<file path="src/rtl/pc_seq_pkg.sv">
// Shared types for the PC sequencer slice.
// Jump encoding, FSM states and default vectors.
package pc_seq_pkg;

  typedef enum logic [1:0] {
    J_NONE = 2'd0,
    J_J    = 2'd1,
    J_JR   = 2'd2,
    J_JAL  = 2'd3
  } jump_e;

  typedef enum logic [1:0] {
    S_RUN   = 2'd0,
    S_HOLD  = 2'd1,
    S_FLUSH = 2'd2
  } state_e;

  localparam logic [31:0] DEF_RESET_VECTOR = 32'h0000_0000;
  localparam logic [31:0] DEF_EXC_VECTOR   = 32'h0000_0180;

endpackage

</file>
<file path="src/rtl/jump_target_calc.sv">
// Combinational redirect target selection.
// JR_ALIGN_CHECK_EN: misaligned JR goes to EXC_VECTOR.
module jump_target_calc
  import pc_seq_pkg::*;
#(
  parameter logic [31:0] EXC_VECTOR = DEF_EXC_VECTOR
) (
  input  jump_e       jump,
  input  logic [3:0]  pc_hi,
  input  logic [25:0] jtarget,
  input  logic [31:0] jreg,
  output logic [31:0] target,
  output logic        misalign
);

`ifndef JR_ALIGN_CHECK_EN
  localparam logic [31:0] EXC_UNUSED = EXC_VECTOR;
  logic jreg_unused;
  assign jreg_unused = ^{jreg[1:0], EXC_UNUSED};
`endif

  // Pick the region-relative or register target
  always_comb begin
    target   = {pc_hi, jtarget, 2'b00};
    misalign = 1'b0;
    if (jump == J_JR) begin
`ifdef JR_ALIGN_CHECK_EN
      if (jreg[1:0] != 2'b00) begin
        target   = EXC_VECTOR;
        misalign = 1'b1;
      end else begin
        target = jreg;
      end
`else
      target = {jreg[31:2], 2'b00};
`endif
    end
  end

endmodule

</file>
<file path="src/rtl/pc_sequencer.sv">
// Fetch PC sequencer with stall/hold/flush FSM.
// Optional macro: JR_ALIGN_CHECK_EN.
module pc_sequencer
  import pc_seq_pkg::*;
#(
  parameter logic [31:0] RESET_VECTOR = DEF_RESET_VECTOR,
  parameter logic [31:0] EXC_VECTOR   = DEF_EXC_VECTOR,
  parameter int unsigned FLUSH_CYCLES = 1
) (
  input  logic        clk,
  input  logic        rst_n,
  input  logic        stall,
  input  logic        jvalid,
  input  logic [1:0]  jump,
  input  logic [25:0] jtarget,
  input  logic [31:0] jreg,
  output logic [31:0] pc,
  output logic [31:0] pc_plus4,
  output logic        flush,
  output logic        link_we,
  output logic [31:0] link_addr,
  output logic        exc_misalign,
  output logic        busy
);

  localparam logic [2:0] FC_INIT = 3'(FLUSH_CYCLES);

  state_e      state;
  logic [2:0]  cnt;
  logic [31:0] pending;
  logic [31:0] target;
  logic        misalign;
  logic        accept;
  logic        exc_q;

  assign pc_plus4  = pc + 32'd4;
  assign link_addr = pc_plus4;

  // Jumps only count while running freely
  assign accept  = (state == S_RUN) && jvalid
                && (jump != 2'd0);
  assign link_we = accept && (jump == 2'd3);

  assign flush        = (state == S_FLUSH);
  assign busy         = (state != S_RUN);
  assign exc_misalign = exc_q;

  jump_target_calc #(
    .EXC_VECTOR (EXC_VECTOR)
  ) u_calc (
    .jump     (jump_e'(jump)),
    .pc_hi    (pc_plus4[31:28]),
    .jtarget  (jtarget),
    .jreg     (jreg),
    .target   (target),
    .misalign (misalign)
  );

  // PC register, pending redirect and flush counter
  always_ff @(posedge clk or negedge rst_n) begin
    if (!rst_n) begin
      pc      <= RESET_VECTOR;
      state   <= S_RUN;
      cnt     <= 3'd0;
      pending <= 32'd0;
      exc_q   <= 1'b0;
    end else begin
      exc_q <= accept && misalign;
      unique case (state)
        S_RUN: begin
          if (!stall) begin
            if (accept) begin
              pc    <= target;
              cnt   <= FC_INIT;
              state <= S_FLUSH;
            end else begin
              pc <= pc_plus4;
            end
          end else if (accept) begin
            pending <= target;
            state   <= S_HOLD;
          end
        end
        S_HOLD: begin
          if (!stall) begin
            pc    <= pending;
            cnt   <= FC_INIT;
            state <= S_FLUSH;
          end
        end
        S_FLUSH: begin
          if (!stall) begin
            pc  <= pc_plus4;
            cnt <= cnt - 3'd1;
            if (cnt == 3'd1) state <= S_RUN;
          end
        end
        default: state <= S_RUN;
      endcase
    end
  end

endmodule

</file>
<file path="config.mk">
export PLATFORM = sky130hd
export DESIGN_NAME = pc_sequencer
export DESIGN_NICKNAME = d
export VERILOG_FILES = /design/src/rtl/pc_seq_pkg.sv /design/src/rtl/jump_target_calc.sv /design/src/rtl/pc_sequencer.sv
export SDC_FILE = /design/constraint.sdc
export NUM_CORES = 1
export LEC_CHECK = 0
export ABC_CLOCK_PERIOD_IN_PS = 7100
export CAP_MARGIN = 20
export CORE_UTILIZATION = 26
export CTS_CLUSTER_DIAMETER = 150
export DETAILED_ROUTE_END_ITERATION = 10
export SYNTH_ARGS = -nofsm -noshare
export SYNTH_HDL_FRONTEND = slang
export SYNTH_HIERARCHICAL = 1
export SYNTH_SLANG_ARGS = --single-unit
</file>
<file path="constraint.sdc">
create_clock -name clk -period 7.1 [get_ports clk]
set_input_delay 1.42 -clock clk [delete_from_list [all_inputs] [get_ports clk]]
set_output_delay 1.42 -clock clk [all_outputs]
set_load 0.01 [all_outputs]
</file>
* Word-level counts from Yosys, hierarchy flattened
Index checks and enable logic that the tools add are counted.
Word-level totals: register bits 69, input bits 64, output and inout bits 100, word-level logic and storage cells 45
Operators by class: add/subtract/negate cells 2, equal/unequal tests 10, multiplexer cells 18, reduce and logical (&&, ||, !) cells 11
Operators by type and width (count):
- 2-to-1 mux 32 bit | 5
- one-hot mux 32 bit (3 select lines) | 1
- adder 32 x 3 -> 32 bit, second input constant | 1
- 2-to-1 mux 2 bit | 6
- 2-to-1 mux 3 bit | 4
- one-hot mux 3 bit (3 select lines) | 1
- != test 2 bit, second input constant | 4
- AND reduction 4 bit | 2
- == test 2 bit, second input constant | 3
- one-hot mux 2 bit (3 select lines) | 1
- AND reduction 5 bit | 1
- nonzero test 2 bit | 2
- == test 3 x 1 -> 1 bit, second input constant | 1
- logical AND 1 bit | 3
- AND reduction 3 bit | 1
- nonzero test 3 bit | 1
- subtractor 3 x 1 -> 3 bit, second input constant | 1
- == test 2 x 1 -> 1 bit, second input constant | 1
- zero test 2 bit | 1
- != test 2 x 1 -> 1 bit, second input constant | 1

* Longest topological paths before layout
Gate-level depths: netlist of the first run.
word-level depth 6, depth in mapped cells 10, gate-level depth less buffers 9

* Cells and area by module
Netlist of the first run, hierarchy kept.
By module, submodules not included:
- pc_sequencer | times used 1, cells an instance 496, area each 4530.6 µm², sequential area each 1751.7 µm²
- jump_target_calc | times used 1, cells an instance 38, area each 535.5 µm², sequential area each 0.0 µm²

* Least setup slack after synthesis of the first run
No wires, ideal clock.
kind register -> output, from reg pc[15], to out pc_plus4[27], arrival 2.056 ns, path slack 3.624 ns, stages on the path, launching flop included 7, cells stage by stage dfrtp_1 > clkbuf_1 > nand2_1 > or2_2 > nor4_1 > xor2_1 > buf_4
Between the ends: cells in the longest elaborated chain, start to end 1
RTL lines:
- from (decl) | line pc_sequencer.sv:17 | output logic [31:0] pc,
- from (signal assigned) | line pc_sequencer.sv:73 | pc <= target;
- from (signal assigned) | line pc_sequencer.sv:77 | pc <= pc_plus4;
- from (signal assigned) | line pc_sequencer.sv:86 | pc <= pending;
- adder 32 x 3 -> 32 bit | line pc_sequencer.sv:36 | assign pc_plus4 = pc + 32'd4;
- to (decl) | line pc_sequencer.sv:18 | output logic [31:0] pc_plus4,
Every way passes these cells.

* Worst setup path after layout of the first run
from reg pc[10], to out pc_plus4[27]
The elaborated chain is that of the path after synthesis.

==> impl_metrics.csv, run 1 <==
group,metric,value,unit
die,num_rows,50,
detailed_routing,routed_via_density,4.85,
hold_path,hp-class,"register to register",
logic_synthesis,ys.flop_type,"dfrtp_1",
logic_synthesis,syn_area_per_cell,9.49,sq um
clock_tree,cts_sinks,70,
global_route,gr-usage-met3,0.0354,
global_route,grt_pass1_vias,4148,
logic_synthesis,netlist_instances,534,
global_route,grt_pass1_wl,23.7,mm
finish,drive_gt1_frac,0.144,
clock_tree,ctsHtreeMaxLevel,3,
clock_tree,cts_made_buffers,9,
sta,fmax,0.223,GHz
clock_tree,cts_tree,"built",
critical_path,start_kind,"register",
critical_path,crit_path_cell_trace,"and4_1 -> nand4_1 -> nor4_1 -> xor2_1 -> clkdlybuf4s50_1",
clock_tree,postCtsSetupBuffers,0,
die,die_y,142,um
critical_path,crit_required,5680,ps
detailed_routing,drt_iter0_markers,340,
logic_synthesis,synth_cell_types,57,
die,io_pins,164,
logic_synthesis,yosys_warnings,6,
sta,setup_viol,0,
clock_tree,clock-root-buffer,"clkbuf_16",
critical_path,crit_path_max_incr_delay,730,ps
global_route,antenna_found_initial,0,
global_route,grtUsageMet1,0.212,
finish,seq_area,1750,sq um
clock_tree,clock_path_buffers,2,
critical_path,worstPathArrival,3070,ps
placed_design,hpwl,11.1,mm
detailed_routing,wire_per_inst,16.7,um
global_route,grt_usage,0.156,
detailed_routing,num_vias,4418,
clock_tree,path_clk_slew,50,ps
sta,hold_slack,490,ps
power,vdd_ir_drop_max,0.190,mV
placed_design,place_congestion,0.757,
sta,clock_skew,6.13,ps
sta,hold_viol,0,
sta,tightest_slew,1080,ps
placed_design,dp_cells,897,
sta,maxSlewHeadroom,0.282,
critical_path,cp_slowest_cell,"nor4_1",
critical_path,critPathMaxFanout,9,
sta,final-max-slew-violation-count,0,
detailed_routing,drc,0,
clock_tree,insertion_delay,340,ps
status,status,"finished, final reports clean",
logic_synthesis,synth_enable_flop_cells,0,
power,p_leak,2.74,nW
sta,rsz0062_at_grt,"false",
detailed_routing,drt-total-wl,15.2,mm
critical_path,critPathKind,"register to output pin",
power,p_per_area,393,nW/um^2
finish,fillerInstances,1944,
clock_tree,ctsResizeCount,0,
critical_path,end_kind,"output pin",
placed_design,io_buffers,161,
die,die_w,142,um
die,design.die.area,20000,sq um
global_route,busiest_layer,"met2",
sta,tns,0,ps
placed_design,place_area,6640,sq um
global_route,met2_usage,0.246,
flow_run,cap_violations,0,
detailed_routing,antenna_left,0,
logic_synthesis,ys_async_sr_fraction,1.00,
finish,final_cell_area,6900,sq um
global_route,gr-total-overflow,0,
die,start_util,0.268,
finish,final_cells,911,
critical_path,critPathTopFamily,"simple AND/OR/NAND/NOR gates",
finish,area_delta_synth_final,36.2,%
logic_synthesis,synth_seq_cells,70,
finish,final_nets,719,
sta,post-route-period-util,0.633,
sta,period_minus_slack,4490,ps
detailed_routing,drtPass1Iterations,5,
clock_tree,hold_buffers,0,
logic_synthesis,yosysSeqAreaShare,0.346,
die,core,18900,sq um
sta,setup_ws,2610,ps
critical_path,crit_buf_inv,1,
placed_design,place_ws,2820,ps
logic_synthesis,syn_area,5070,sq um
finish,antenna_cells,0,
finish,multi_input_area,2840,sq um
global_route,grt_max_degree,71,
layer usage:
layer,up-vias,part of all wire
li1,2145,-
met1,2124,0.47
met2,137,0.46
met3,12,0.055
met4,0,0.012
met5,-,0
placed cells by master (no fill, tap or decap), types with 8 or more instances in the layout:
cell type and n:
xnor2_1 15, dfrtp_1 70, o211ai_1 8, a22oi_1 13, inv_1 12, nand3_1 19
mux2_2 32, clkdlybuf4s50_1 160, nor4_1 8, a221oi_1 9, nand4_1 12, nand2_1 31
o21ai_0 36, clkbuf_16 9, and3_1 9, mux2_4 30, buf_4 10, nor3_1 10
a21oi_1 17, xor2_1 13, nor2_1 44
Yosys cell counts (4+ instances only):
cell type	count	share of area
dfrtp_1	70	0.35
nor2_1	45	0.033
buf_4	37	0.055
o21ai_0	36	0.036
mux2_2	32	0.071
nand2_1	31	0.023
mux2_4	30	0.089
clkbuf_1	22	0.016
nand3_1	19	0.019
a21oi_1	17	0.017
xnor2_1	15	0.026
a22oi_1	13	0.019
xor2_1	13	0.022
inv_1	12	0.0089
nand4_1	12	0.015
nor3_1	10	0.0099
a221oi_1	9	0.016
and3_1	9	0.011
nor4_1	8	0.0099
o211ai_1	8	0.012
a22o_1	7	0.012
ha_1	7	0.017
and4_1	5	0.0086
a31oi_1	4	0.0049
buf_2	4	0.0040
mux2i_1	4	0.0079
o21ai_1	4	0.0040
or4_1	4	0.0059
worst reg2reg max path: cells and delay by family (launching register included):
family,cells,cell delay [ps]
flip-flops,1,410
adder cells (fa/ha/maj),1,310
buffers and inverters,2,580
AO/OA/AOI/OAI,1,740
multiplexers,1,310
AND/OR/NAND/NOR,1,710
final timing paths:
path	slack, ps	end	startpoint	cells after the start
worst max-delay path	2610	pc_plus4[27]	pc[10]	5
min in group asynchronous	1200	pending[5]	rst_n	1
worst max register to register	3930	pending[8]	state[1]	6
worst min-delay path	490	cnt[1]	cnt[1]	2
max in group asynchronous	5240	pc[22]	rst_n	1
worst min register to register	490	cnt[1]	cnt[1]	2
where the power goes:
part           total, W  switching [W]  internal [W]
Combinational   0.00153       0.000754      0.000775
Sequential     0.000775       0.000196      0.000578
Clock          0.000404       0.000163      0.000241
Total           0.00271        0.00111       0.00159
area by class of cell:
class,instances,area share
Tap cell,260,0.0472
Clock inverter,2,0.00145
Timing Repair Buffer,170,0.243
Inverter,14,0.00762
Clock buffer,12,0.0357
Sequential cell,70,0.254
Multi-Input combinational cell,383,0.411
logic make-up (layout without fill, tap and decap cells):
family / Yosys count / in the layout / synth area share
and+or+nand+nor: 159 / 159 / 0.165
AOI/OAI and AO/OA: 120 / 120 / 0.158
buffers and inverters: 83 / 198 / 0.0966
DFF: 70 / 70 / 0.346
muxes: 66 / 66 / 0.168
xor gates and xnor gates: 28 / 28 / 0.0484
adders and majority gates: 7 / 7 / 0.0173
other: 1 / 3 / 0.000740
per-stage QoR:
stage	util	total power (W)
after floorplan	-	0.00168
after global placement	0.352	0.00230
after detailed placement	0.352	0.00232
after CTS	0.365	0.00273
after global routing	0.365	0.00291
final	0.365	0.00271
registers in the layout, summed over array words and instances, names as in the netlist:
signal	flops
pc	32
exc_misalign	1
cnt	3
pending	32
state	2
Note: power is estimated with default switching activity, not from simulation.
==> run 2, diff against run 1 <==
- ABC_CLOCK_PERIOD_IN_PS: 7100 -> 4000
- clock period: 7.1 -> 4 ns (I/O delays scaled with it)
==> run 2 against run 1 <==
  * Sequential share of layout area fell by 0.33 points
  * Critical endpoint is now pc_plus4[18]
  * Non-clock buffer count up 12
  * Critical path type unchanged
  * Sequential power increased by 77%
  * Power is 79% higher
  * Flip-flop and latch count is the same
  * Setup slack worse by 2300 ps
  * Via count rose by 2.3%
  * Largest cell class unchanged
  * Clock power is 78% higher
  * Wire length is 2.6% higher
==> impl_metrics.csv, run 2 (same netlist as run 1, synthesis figures left out) <==
group,metric,value,unit
global_route,busiest_layer,"met2",
sta,clock_skew,6.53,ps
placed_design,place_area,6720,sq um
global_route,gr-total-overflow,0,
detailed_routing,drt-total-wl,15.6,mm
finish,final_cell_area,6990,sq um
finish,utilization,0.370,
hold_path,hp-class,"register to register",
flow_run,cap_violations,0,
clock_tree,clock_path_buffers,2,
placed_design,place_congestion,0.801,
global_route,gr-usage-met3,0.0294,
finish,final_nets,731,
finish,area_delta_synth_final,37.9,%
sta,rsz0062_at_grt,"false",
sta,final-max-slew-violation-count,0,
power,p_per_area,695,nW/um^2
clock_tree,cts_tree,"built",
critical_path,critPathMaxFanout,7,
global_route,grt_pass1_wl,24.1,mm
clock_tree,ctsHtreeMaxLevel,3,
sta,tns,0,ps
finish,drive_gt1_frac,0.160,
clock_tree,cts_made_buffers,9,
critical_path,crit_required,3200,ps
clock_tree,hold_buffers,0,
detailed_routing,routed_via_density,4.90,
critical_path,ff2ff_path_depth,10,
clock_tree,insertion_delay,330,ps
finish,antenna_cells,0,
critical_path,end_kind,"output pin",
finish,reg_top3,"pc: 32 flops, pending: 32 flops, cnt: 3 flops",
finish,multi_input_area,2840,sq um
sta,post-route-period-util,0.925,
placed_design,io_buffers,161,
clock_tree,ctsResizeCount,0,
sta,tightest_slew,964,ps
finish,final_common_cell,"clkdlybuf4s50_1",
sta,fmax,0.270,GHz
clock_tree,clock-root-buffer,"clkbuf_16",
clock_tree,postCtsSetupBuffers,0,
critical_path,start_kind,"register",
global_route,grtUsageMet1,0.210,
detailed_routing,drtPass1Iterations,5,
hold_path,whs_path_depth,2,
sta,hold_viol,0,
global_route,antenna_found_initial,0,
sta,maxSlewHeadroom,0.358,
sta,period_minus_slack,3700,ps
finish,fillerInstances,1957,
global_route,met2_usage,0.257,
finish,final_cell_mix,"clkdlybuf4s50_1 (160), dfrtp_1 (70), nor2_1 (44), o21ai_0 (36), mux2_2 (32)",
die,start_util,0.268,
critical_path,critPathKind,"register to output pin",
detailed_routing,antenna_left,0,
global_route,grt_usage,0.157,
die,io_pins,164,
critical_path,worstPathArrival,2900,ps
sta,setup_viol,0,
placed_design,hpwl,11.5,mm
die,die_w,142,um
detailed_routing,wire_per_inst,17.0,um
global_route,grt_max_degree,71,
detailed_routing,drc,0,
power,vdd_ir_drop_max,0.273,mV
die,die_y,142,um
finish,seq_area,1750,sq um
clock_tree,path_clk_slew,60,ps
power,p_leak,2.80,nW
detailed_routing,drt_iter0_markers,317,
status,status,"finished, final reports clean",
detailed_routing,num_vias,4521,
die,design.die.area,20000,sq um
clock_tree,cts_sinks,70,
die,num_rows,50,
die,core,18900,sq um
global_route,grt_pass1_vias,4233,
## run 2: cell types whose count changed in the layout (fill, tap and decap cells not counted), sizes merged
cell,previous run,this run
buf,10,22
## run 2: layer usage
metal | share of wire | up-vias
li1 | - | 2168
met1 | 0.45 | 2189
met2 | 0.47 | 145
met3 | 0.068 | 19
met4 | 0.015 | 0
met5 | 0 | -
## run 2: worst max-delay path, stage by stage, from the launching register on
cell and delay [ps]:
dfrtp_1 440, ha_1 330, nand4_1 290, nor4_1 550, xor2_1 360, clkdlybuf4s50_1 600
## run 2: layout make-up
type | instances | area share
Sequential cell | 70 | 0.251
Multi-Input combinational cell | 383 | 0.406
Inverter | 14 | 0.00752
Timing Repair Buffer | 182 | 0.253
Clock inverter | 2 | 0.00143
Clock buffer | 12 | 0.0353
Tap cell | 260 | 0.0466
## run 2: path summary, 6_finish.rpt
kind	end	slack [ps]	startpoint
setup / recovery	pc_plus4[18]	300	pc[2]
hold / removal	cnt[1]	480	cnt[1]
setup reg to reg	pc[29]	1370	pc[8]
hold reg to reg	cnt[1]	480	cnt[1]
max in group asynchronous	pc[21]	2750	rst_n
min in group asynchronous	pending[6]	590	rst_n
## run 2: stage by stage
stage / cells / setup WS (ps) / hold WS [ps] / power (W)
floorplan: 536 / 1140 / 449 / 0.00298
global placement: 907 / 593 / 467 / 0.00411
detailed placement: 907 / 586 / 467 / 0.00416
CTS: 921 / 195 / 479 / 0.00489
global route: 923 / 67.2 / 504 / 0.00518
finish: 923 / 301 / 476 / 0.00486
## run 2: power breakdown
part	total [W]	switching, W	leakage, nW	internal (W)
clock	0.000721	0.000293	0.128	0.000428
sequential	0.00137	0.000340	0.871	0.00103
combinational	0.00277	0.00138	1.80	0.00139
==> run 3, diff against run 2 <==
- TNS_END_PERCENT: unset -> 5
==> results of run 3 <==
Final layout, timing and power as in run 2 (identical DEF).
